### src/rtl/alu_defs.sv
// Shared encodings for the ALU control path: ALU op codes, MIPS opcode/funct
// values, immediate-extension selects and the registered EX control bundle.
package alu_defs;

    localparam logic [4:0] ALU_ADD  = 5'd0;
    localparam logic [4:0] ALU_SUB  = 5'd1;
    localparam logic [4:0] ALU_AND  = 5'd2;
    localparam logic [4:0] ALU_OR   = 5'd3;
    localparam logic [4:0] ALU_XOR  = 5'd4;
    localparam logic [4:0] ALU_NOR  = 5'd5;
    localparam logic [4:0] ALU_SLL  = 5'd6;
    localparam logic [4:0] ALU_SRL  = 5'd7;
    localparam logic [4:0] ALU_SRA  = 5'd8;
    localparam logic [4:0] ALU_SLT  = 5'd9;
    localparam logic [4:0] ALU_NONE = 5'd10;

    localparam logic [5:0] OP_RTYPE = 6'h00;
    localparam logic [5:0] OP_J     = 6'h02;
    localparam logic [5:0] OP_JAL   = 6'h03;
    localparam logic [5:0] OP_BEQ   = 6'h04;
    localparam logic [5:0] OP_ADDI  = 6'h08;
    localparam logic [5:0] OP_ADDIU = 6'h09;
    localparam logic [5:0] OP_SLTI  = 6'h0A;
    localparam logic [5:0] OP_SLTIU = 6'h0B;
    localparam logic [5:0] OP_ANDI  = 6'h0C;
    localparam logic [5:0] OP_ORI   = 6'h0D;
    localparam logic [5:0] OP_XORI  = 6'h0E;
    localparam logic [5:0] OP_LUI   = 6'h0F;
    localparam logic [5:0] OP_LW    = 6'h23;
    localparam logic [5:0] OP_SW    = 6'h2B;

    localparam logic [5:0] FN_SLL  = 6'h00;
    localparam logic [5:0] FN_SRL  = 6'h02;
    localparam logic [5:0] FN_SRA  = 6'h03;
    localparam logic [5:0] FN_JR   = 6'h08;
    localparam logic [5:0] FN_JALR = 6'h09;
    localparam logic [5:0] FN_ADD  = 6'h20;
    localparam logic [5:0] FN_ADDU = 6'h21;
    localparam logic [5:0] FN_SUB  = 6'h22;
    localparam logic [5:0] FN_SUBU = 6'h23;
    localparam logic [5:0] FN_AND  = 6'h24;
    localparam logic [5:0] FN_OR   = 6'h25;
    localparam logic [5:0] FN_XOR  = 6'h26;
    localparam logic [5:0] FN_NOR  = 6'h27;
    localparam logic [5:0] FN_SLT  = 6'h2A;
    localparam logic [5:0] FN_SLTU = 6'h2B;

    localparam logic [1:0] EXT_SIGN = 2'd0;
    localparam logic [1:0] EXT_ZERO = 2'd1;
    localparam logic [1:0] EXT_LUI  = 2'd2;

    typedef struct packed {
        logic       valid;
        logic [4:0] alu;
        logic       sign;
        logic       src1;
        logic       src2;
        logic [1:0] ext;
        logic [4:0] shamt;
    } ex_ctrl_t;

    localparam ex_ctrl_t EX_BUBBLE = '{
        valid: 1'b0, alu: ALU_NONE, sign: 1'b0, src1: 1'b0,
        src2: 1'b0, ext: EXT_SIGN, shamt: 5'd0
    };

endpackage

### src/rtl/alu_ctrl_decode.sv
// Zero-latency MIPS decode to ALU controls; legal_o=0 flags any opcode/funct
// pair the EX-stage ALU cannot execute.
module alu_ctrl_decode
    import alu_defs::*;
(
    input  logic [5:0] opcode_i,
    input  logic [5:0] funct_i,
    output logic [4:0] alu_ctrl_o,
    output logic       sign_o,
    output logic       alu_src1_o,
    output logic       alu_src2_o,
    output logic [1:0] ext_op_o,
    output logic       legal_o
);

    always_comb begin
        // NOTE: every output gets a default first so no path can infer a latch.
        alu_ctrl_o = ALU_NONE;
        sign_o     = 1'b0;
        alu_src1_o = 1'b0;
        alu_src2_o = 1'b0;
        ext_op_o   = EXT_SIGN;
        legal_o    = 1'b1;

        case (opcode_i)
            OP_RTYPE: begin
                case (funct_i)
                    FN_ADD:           begin alu_ctrl_o = ALU_ADD; sign_o = 1'b1; end
                    FN_ADDU:          alu_ctrl_o = ALU_ADD;
                    FN_SUB:           begin alu_ctrl_o = ALU_SUB; sign_o = 1'b1; end
                    FN_SUBU:          alu_ctrl_o = ALU_SUB;
                    FN_AND:           alu_ctrl_o = ALU_AND;
                    FN_OR:            alu_ctrl_o = ALU_OR;
                    FN_XOR:           alu_ctrl_o = ALU_XOR;
                    FN_NOR:           alu_ctrl_o = ALU_NOR;
                    FN_SLL:           begin alu_ctrl_o = ALU_SLL; alu_src1_o = 1'b1; end
                    FN_SRL:           begin alu_ctrl_o = ALU_SRL; alu_src1_o = 1'b1; end
                    FN_SRA:           begin alu_ctrl_o = ALU_SRA; alu_src1_o = 1'b1; end
                    FN_SLT:           begin alu_ctrl_o = ALU_SLT; sign_o = 1'b1; end
                    FN_SLTU:          alu_ctrl_o = ALU_SLT;
                    FN_JR, FN_JALR:   alu_ctrl_o = ALU_ADD;
                    default:          legal_o = 1'b0;
                endcase
            end
            OP_LW, OP_SW, OP_ADDIU: begin
                alu_ctrl_o = ALU_ADD;
                alu_src2_o = 1'b1;
            end
            OP_ADDI: begin
                alu_ctrl_o = ALU_ADD;
                sign_o     = 1'b1;
                alu_src2_o = 1'b1;
            end
            OP_LUI: begin
                alu_ctrl_o = ALU_ADD;
                alu_src2_o = 1'b1;
                ext_op_o   = EXT_LUI;
            end
            OP_BEQ:   alu_ctrl_o = ALU_SUB;
            OP_ANDI: begin
                alu_ctrl_o = ALU_AND;
                alu_src2_o = 1'b1;
                ext_op_o   = EXT_ZERO;
            end
            OP_ORI: begin
                alu_ctrl_o = ALU_OR;
                alu_src2_o = 1'b1;
                ext_op_o   = EXT_ZERO;
            end
            OP_XORI: begin
                alu_ctrl_o = ALU_XOR;
                alu_src2_o = 1'b1;
                ext_op_o   = EXT_ZERO;
            end
            OP_SLTI: begin
                alu_ctrl_o = ALU_SLT;
                sign_o     = 1'b1;
                alu_src2_o = 1'b1;
            end
            OP_SLTIU: begin
                alu_ctrl_o = ALU_SLT;
                alu_src2_o = 1'b1;
            end
            OP_J, OP_JAL: alu_ctrl_o = ALU_NONE;
            default:      legal_o = 1'b0;
        endcase
    end

endmodule

### src/rtl/alu_ctrl_stage.sv
// ID/EX register for ALU controls with flush > stall > load priority, plus a
// sticky illegal-instruction flag and saturating illegal counter.
module alu_ctrl_stage
    import alu_defs::*;
#(
    parameter int CNT_W = 8
) (
    input  logic             clk,
    input  logic             reset,
    input  logic             in_valid,
    input  logic [31:0]      instr,
    input  logic             stall,
    input  logic             flush,
    input  logic             clr_illegal,
    output logic             out_valid,
    output logic [4:0]       ALUCtrl,
    output logic             Sign,
    output logic             ALUSrc1,
    output logic             ALUSrc2,
    output logic [1:0]       ExtOp,
    output logic [4:0]       shamt_q,
    output logic             illegal,
    output logic [CNT_W-1:0] illegal_cnt
);

    localparam logic [CNT_W-1:0] CNT_MAX = '1;
    localparam logic [CNT_W-1:0] CNT_ONE = CNT_W'(1);

    logic [4:0] dec_alu;
    logic       dec_sign;
    logic       dec_src1;
    logic       dec_src2;
    logic [1:0] dec_ext;
    logic       dec_legal;

    ex_ctrl_t         ctrl_d, ctrl_q;
    logic             illegal_d, illegal_q;
    logic [CNT_W-1:0] cnt_d, cnt_q;
    logic             load_en;
    logic             illegal_load;

    // Register-number fields are consumed by the register file, not here.
    logic unused_instr_bits;
    assign unused_instr_bits = ^instr[25:11];

    alu_ctrl_decode u_decode (
        .opcode_i   (instr[31:26]),
        .funct_i    (instr[5:0]),
        .alu_ctrl_o (dec_alu),
        .sign_o     (dec_sign),
        .alu_src1_o (dec_src1),
        .alu_src2_o (dec_src2),
        .ext_op_o   (dec_ext),
        .legal_o    (dec_legal)
    );

    always_comb begin
        load_en      = !flush && !stall;
        illegal_load = load_en && in_valid && !dec_legal;

        ctrl_d = ctrl_q;
        if (flush) begin
            ctrl_d = EX_BUBBLE;
        end else if (!stall) begin
            if (in_valid && dec_legal) begin
                ctrl_d = '{valid: 1'b1, alu: dec_alu, sign: dec_sign, src1: dec_src1,
                           src2: dec_src2, ext: dec_ext, shamt: instr[10:6]};
            end else begin
                ctrl_d = EX_BUBBLE;
            end
        end

        // Clear beats a coincident illegal load; that event is intentionally lost.
        illegal_d = illegal_q;
        cnt_d     = cnt_q;
        if (clr_illegal) begin
            illegal_d = 1'b0;
            cnt_d     = '0;
        end else if (illegal_load) begin
            illegal_d = 1'b1;
            if (cnt_q != CNT_MAX) begin
                cnt_d = cnt_q + CNT_ONE;
            end
        end
    end

    always_ff @(posedge clk or negedge reset) begin
        if (!reset) begin
            ctrl_q    <= EX_BUBBLE;
            illegal_q <= 1'b0;
            cnt_q     <= '0;
        end else begin
            // NOTE: non-blocking so every register samples pre-edge values.
            ctrl_q    <= ctrl_d;
            illegal_q <= illegal_d;
            cnt_q     <= cnt_d;
        end
    end

    assign out_valid   = ctrl_q.valid;
    assign ALUCtrl     = ctrl_q.alu;
    assign Sign        = ctrl_q.sign;
    assign ALUSrc1     = ctrl_q.src1;
    assign ALUSrc2     = ctrl_q.src2;
    assign ExtOp       = ctrl_q.ext;
    assign shamt_q     = ctrl_q.shamt;
    assign illegal     = illegal_q;
    assign illegal_cnt = cnt_q;

endmodule

### config.mk
export PLATFORM = sky130hd
export DESIGN_NAME = alu_ctrl_stage
export DESIGN_NICKNAME = d
export VERILOG_FILES = /design/src/rtl/alu_defs.sv /design/src/rtl/alu_ctrl_decode.sv /design/src/rtl/alu_ctrl_stage.sv
export SDC_FILE = /design/constraint.sdc
export NUM_CORES = 1
export LEC_CHECK = 0
export BUFFER_PORTS_ARGS = -buffer_cell sky130_fd_sc_hd__buf_2
export CORE_UTILIZATION = 48
export DETAILED_ROUTE_END_ITERATION = 8
export GPL_TIMING_DRIVEN = 0
export HOLD_SLACK_MARGIN = 0.06
export PLACE_DENSITY_LB_ADDON = 0.25
export SYNTH_ARGS = -nofsm -noshare
export SYNTH_HDL_FRONTEND = slang
export SYNTH_HIERARCHICAL = 1
export SYNTH_SLANG_ARGS = --single-unit
export TNS_END_PERCENT = 10
### constraint.sdc
create_clock -name clk -period 2 [get_ports clk]
set_input_delay 0.2 -clock clk [delete_from_list [all_inputs] [get_ports clk]]
set_output_delay 0.2 -clock clk [all_outputs]
set_load 0.005 [all_outputs]
==> run_results.csv <==
group,metric,value,unit
status,outcome,"complete, no violations",
detailed_routing,number_of_search_and_repair_iterations_in_the_first_detailed_routing_pass,4,
floorplan,ios,63,
synth,edff_count_synth,0,
detailed_routing,drt-total-wl,3577,um
pwr,switchingPower,0.0002370,W
global_routing,grt_overflow,0,
pwr,vdd_drop_max,0.4820,mV
place,gp_congestion,0.9584,
synth,syn-num-nets,203,
min_path,hold_class,"input port to flop",
synth,post_synth.cell_area_avg,9.613,um^2
sta,finalCritPeriodShare,93.78,%
setup_path,critical-path-slowest-cell,"sky130_fd_sc_hd__or4b_4",
synth,ys_dominant_reg_cell,"sky130_fd_sc_hd__dfrtp_1",
sta,fmax,0.5332,GHz
pwr,pwr_density_cell,469.6,nW/um^2
setup_path,worst-path-max-fanout,10,
clock_tree,path_clk_slew,0.12,ns
setup_path,data_required_time_of_the_critical_path,2.20,ns
place,place.detailed.instances,253,
cells_and_area,layout.cells.non_filler,257,
sta,rsz_0062_raised_after_global_routing,"false",
sta,fin_skew,0.003387,ns
global_routing,grt_pass1_wl,5761,um
pwr,share_seq_of_total_power,57.6,%
synth,cells_after_synth,164,
detailed_routing,detail_route.iter0.violations,66,
cells_and_area,share_of_layout_cells_above_drive_strength_1,32.86,%
sta,final_setup_violations,0,
cells_and_area,n_antenna_cell,0,
setup_path,r2r_start,"illegal_cnt[0]$_DFFE_PN0P_",
setup_path,worstPathCellList,"buf_2, clkbuf_2, nor3b_1, a21oi_1, nor2_1, o2bb2ai_2, or4b_4, a211oi_1, xnor2_1, nor2_1",
min_path,hold_path_startpoint,"instr[10]",
sta,relSlewSlack,64.08,%
pwr,design_power_total,0.0008931,W
setup_path,critPathKind,"input port to flop",
clock_tree,cts-root-to-sink-buffers,2,
clock_tree,numCtsBuffers,3,
detailed_routing,antenna_violating_nets_left,0,
synth,ys.warnings.count,6,
setup_path,setup.worst_path.start,"instr[3]",
clock_tree,worstSkewPairLatency,0.31,ns
place,port_buffers,45,
setup_path,path_common_cell,"sky130_fd_sc_hd__nor2_1",
detailed_routing,route.detailed.wl_per_inst,13.92,um
pwr,power.share.combinational,18.1,%
floorplan,number_of_standard_cell_rows_in_the_floorplan,20,
clock_tree,cts_sinks,25,
pwr,switching_share_of_power,26.54,%
clock_tree,htree_num_levels,1,
detailed_routing,drc_markers,0,
synth,postSynthRegisterBits,25,
cells_and_area,area_growth_syn_to_layout,20.63,%
setup_path,critPathTopFamily,"simple AND/OR/NAND/NOR gates",
cells_and_area,fin_nets,253,
detailed_routing,vias_per_cell,5.759,
synth,async_set_or_reset_register_ratio_after_synthesis,100.0,%
pwr,power.leakage,0.9661,nW
synth,post_synth_num_cell_types,55,
global_routing,first_global_vias,1284,
clock_tree,clock_tree_from_tritoncts,"yes",
global_routing,grt_antenna_before_repair,0,
pwr,clock_power_share,24.3,%
flow_run,max_cap_viol_count,0,
setup_path,critical_path.n_buffers_inverters,2,
floorplan,core-area,3078,um^2
setup_path,category_of_the_worst_setup_path_capture_point,"flop",
setup_path,critPathLaunchType,"input port",
floorplan,floorplan.die.height,59.31,um
floorplan,area_enclosed_by_the_die_boundary,3518,um^2
sta,timing.final.hold_violations,0,
detailed_routing,via_count,1480,
synth,synth.yosys.seq_area_share,39.84,%
synth,synth_area,1577,um^2
setup_path,timing.critical_path.slowest_cell_delay,0.57,ns
global_routing,globalRouteTotalUtil,22.11,%
setup_path,arrival_time_of_the_worst_setup_path,2.07,ns
sta,final_max_slew_viol_count,0,
floorplan,floorplan.die.width,59.31,um
place,dp_hpwl,2710,um
sta,worst_slew_pin_slew,0.5388,ns
clock_tree,clock_tree.root_cell,"sky130_fd_sc_hd__clkbuf_4",
sta,setup_tns,0,ns
floorplan,floorplan.initialDensity,51.22,%
global_routing,largest_net_degree_at_the_start_of_global_routing,26,
sta,post-route-min-period,1.876,ns
pwr,internal-power,0.0006561,W
-- cell usage in the layout, fill, tap and decap left out, drive strengths merged, types with 4 or more instances in the layout --
| cell | instances |
|---|---|
| a21oi | 11 |
| a22o | 14 |
| buf | 51 |
| clkbuf | 8 |
| dfrtp | 23 |
| inv | 7 |
| nand2 | 7 |
| nand3 | 7 |
| nor2 | 20 |
| o21ai | 6 |
| xor2 | 4 |
-- per-layer routing --
metal,wire (um),GRT usage (%),vias up
met3,242,5.677,8
met2,1607,32.42,60
met5,0,0,-
met4,59,7.143,0
met1,1668,31.71,707
li1,-,-,705
-- synth_stat cells (2+ instances only) --
cell type / count / area [um^2]
sky130_fd_sc_hd__a211o_1: 2 / 17.52
sky130_fd_sc_hd__a21oi_1: 11 / 55.05
sky130_fd_sc_hd__a22o_1: 14 / 122.6
sky130_fd_sc_hd__and2b_1: 2 / 15.01
sky130_fd_sc_hd__buf_2: 2 / 10.01
sky130_fd_sc_hd__buf_6: 2 / 22.52
sky130_fd_sc_hd__clkbuf_1: 5 / 18.77
sky130_fd_sc_hd__dfrtp_1: 23 / 575.6
sky130_fd_sc_hd__dfstp_2: 2 / 52.55
sky130_fd_sc_hd__inv_1: 6 / 22.52
sky130_fd_sc_hd__mux2i_1: 3 / 30.03
sky130_fd_sc_hd__nand2_1: 7 / 26.28
sky130_fd_sc_hd__nand2b_1: 3 / 18.77
sky130_fd_sc_hd__nand3_1: 7 / 35.03
sky130_fd_sc_hd__nand4_1: 2 / 12.51
sky130_fd_sc_hd__nor2_1: 20 / 75.07
sky130_fd_sc_hd__nor2b_1: 2 / 12.51
sky130_fd_sc_hd__nor3_1: 2 / 10.01
sky130_fd_sc_hd__nor3b_1: 2 / 15.01
sky130_fd_sc_hd__o211ai_1: 3 / 22.52
sky130_fd_sc_hd__o21ai_0: 5 / 25.02
sky130_fd_sc_hd__or3b_1: 2 / 17.52
sky130_fd_sc_hd__or4_1: 2 / 15.01
sky130_fd_sc_hd__xor2_1: 4 / 35.03
-- registers in the layout, summed over array words and instances (netlist names) --
| signal | count |
|---|---|
| illegal_cnt | 8 |
| ALUCtrl | 5 |
| shamt_q | 5 |
| ExtOp | 2 |
| ALUSrc1 | 1 |
| ALUSrc2 | 1 |
| Sign | 1 |
| illegal | 1 |
| out_valid | 1 |
-- repair_timing --
item                       CTS  global route
hold buffers                 1             0
pin swaps                    0             2
setup endpoints to repair    6             3
setup buffers                0             0
gates resized for setup      1             0
hold endpoints to repair    23             0
-- area by class of cell --
cell class / count / area, um^2
Inverter: 7 / 26.28
Multi-Input combinational cell: 121 / 865.8
Buffer: 10 / 65.06
Clock buffer: 4 / 26.28
Sequential cell: 25 / 628.1
Fill cell: 265 / 1176
Timing Repair Buffer: 46 / 235.2
Tap cell: 44 / 55.05
-- through the flow --
stage	area [um^2]	worst slack, ns	hold WS [ns]	util [%]
2_1_floorplan	1587	-0.008605	-0.09559	-
3_3_place_gp	1867	-0.3322	0.2054	60.65
3_5_place_dp	1867	-0.3769	0.2098	60.65
4_1_cts	1902	0.09170	0.09863	61.79
5_1_grt	1902	0.002903	0.09038	61.79
6_report	1902	0.1244	0.1068	61.79
-- worst paths after layout --
| check | to | slack [ns] | cells past startpoint |
|---|---|---|---|
| setup / recovery | illegal_cnt[3]$_DFFE_PN0P_ | 0.12 | 10 |
| hold reg to reg | illegal$_DFFE_PN0P_ | 0.50 | 2 |
| max in group asynchronous | ALUCtrl[3]$_DFFE_PN1P_ | 1.23 | 2 |
| hold / removal | shamt_q[4]$_DFFE_PN0P_ | 0.11 | 2 |
| setup reg to reg | illegal_cnt[5]$_DFFE_PN0P_ | 0.32 | 5 |
| min in group asynchronous | ALUSrc1$_DFFE_PN0P_ | 0.41 | 2 |
-- power by group through the flow --
stage	combinational [W]	sequential, W	clock [W]
2_1_floorplan	0.0000919	0.000524	0
4_1_cts	0.000160	0.000514	0.000228
5_1_grt	0.000178	0.000515	0.000250
6_report	0.000162	0.000514	0.000217
3_5_place_dp	0.000158	0.000524	0
3_3_place_gp	0.000153	0.000523	0
-- cell families (layout without fill, tap and decap cells) --
| group | Yosys count | count (layout) | synth area share [%] |
|---|---|---|---|
| multiplexers | 3 | 3 | 1.905 |
| AO/OA/AOI/OAI | 49 | 49 | 23.49 |
| flip-flops | 25 | 25 | 39.84 |
| AND/OR/NAND/NOR | 62 | 62 | 25.32 |
| adder cells (fa/ha/maj) | 1 | 1 | 0.7935 |
| other | 1 | 1 | 0.2379 |
| buffers and inverters | 18 | 67 | 5.635 |
| XOR/XNOR | 5 | 5 | 2.778 |
Note: power is estimated with default switching activity, not from simulation.
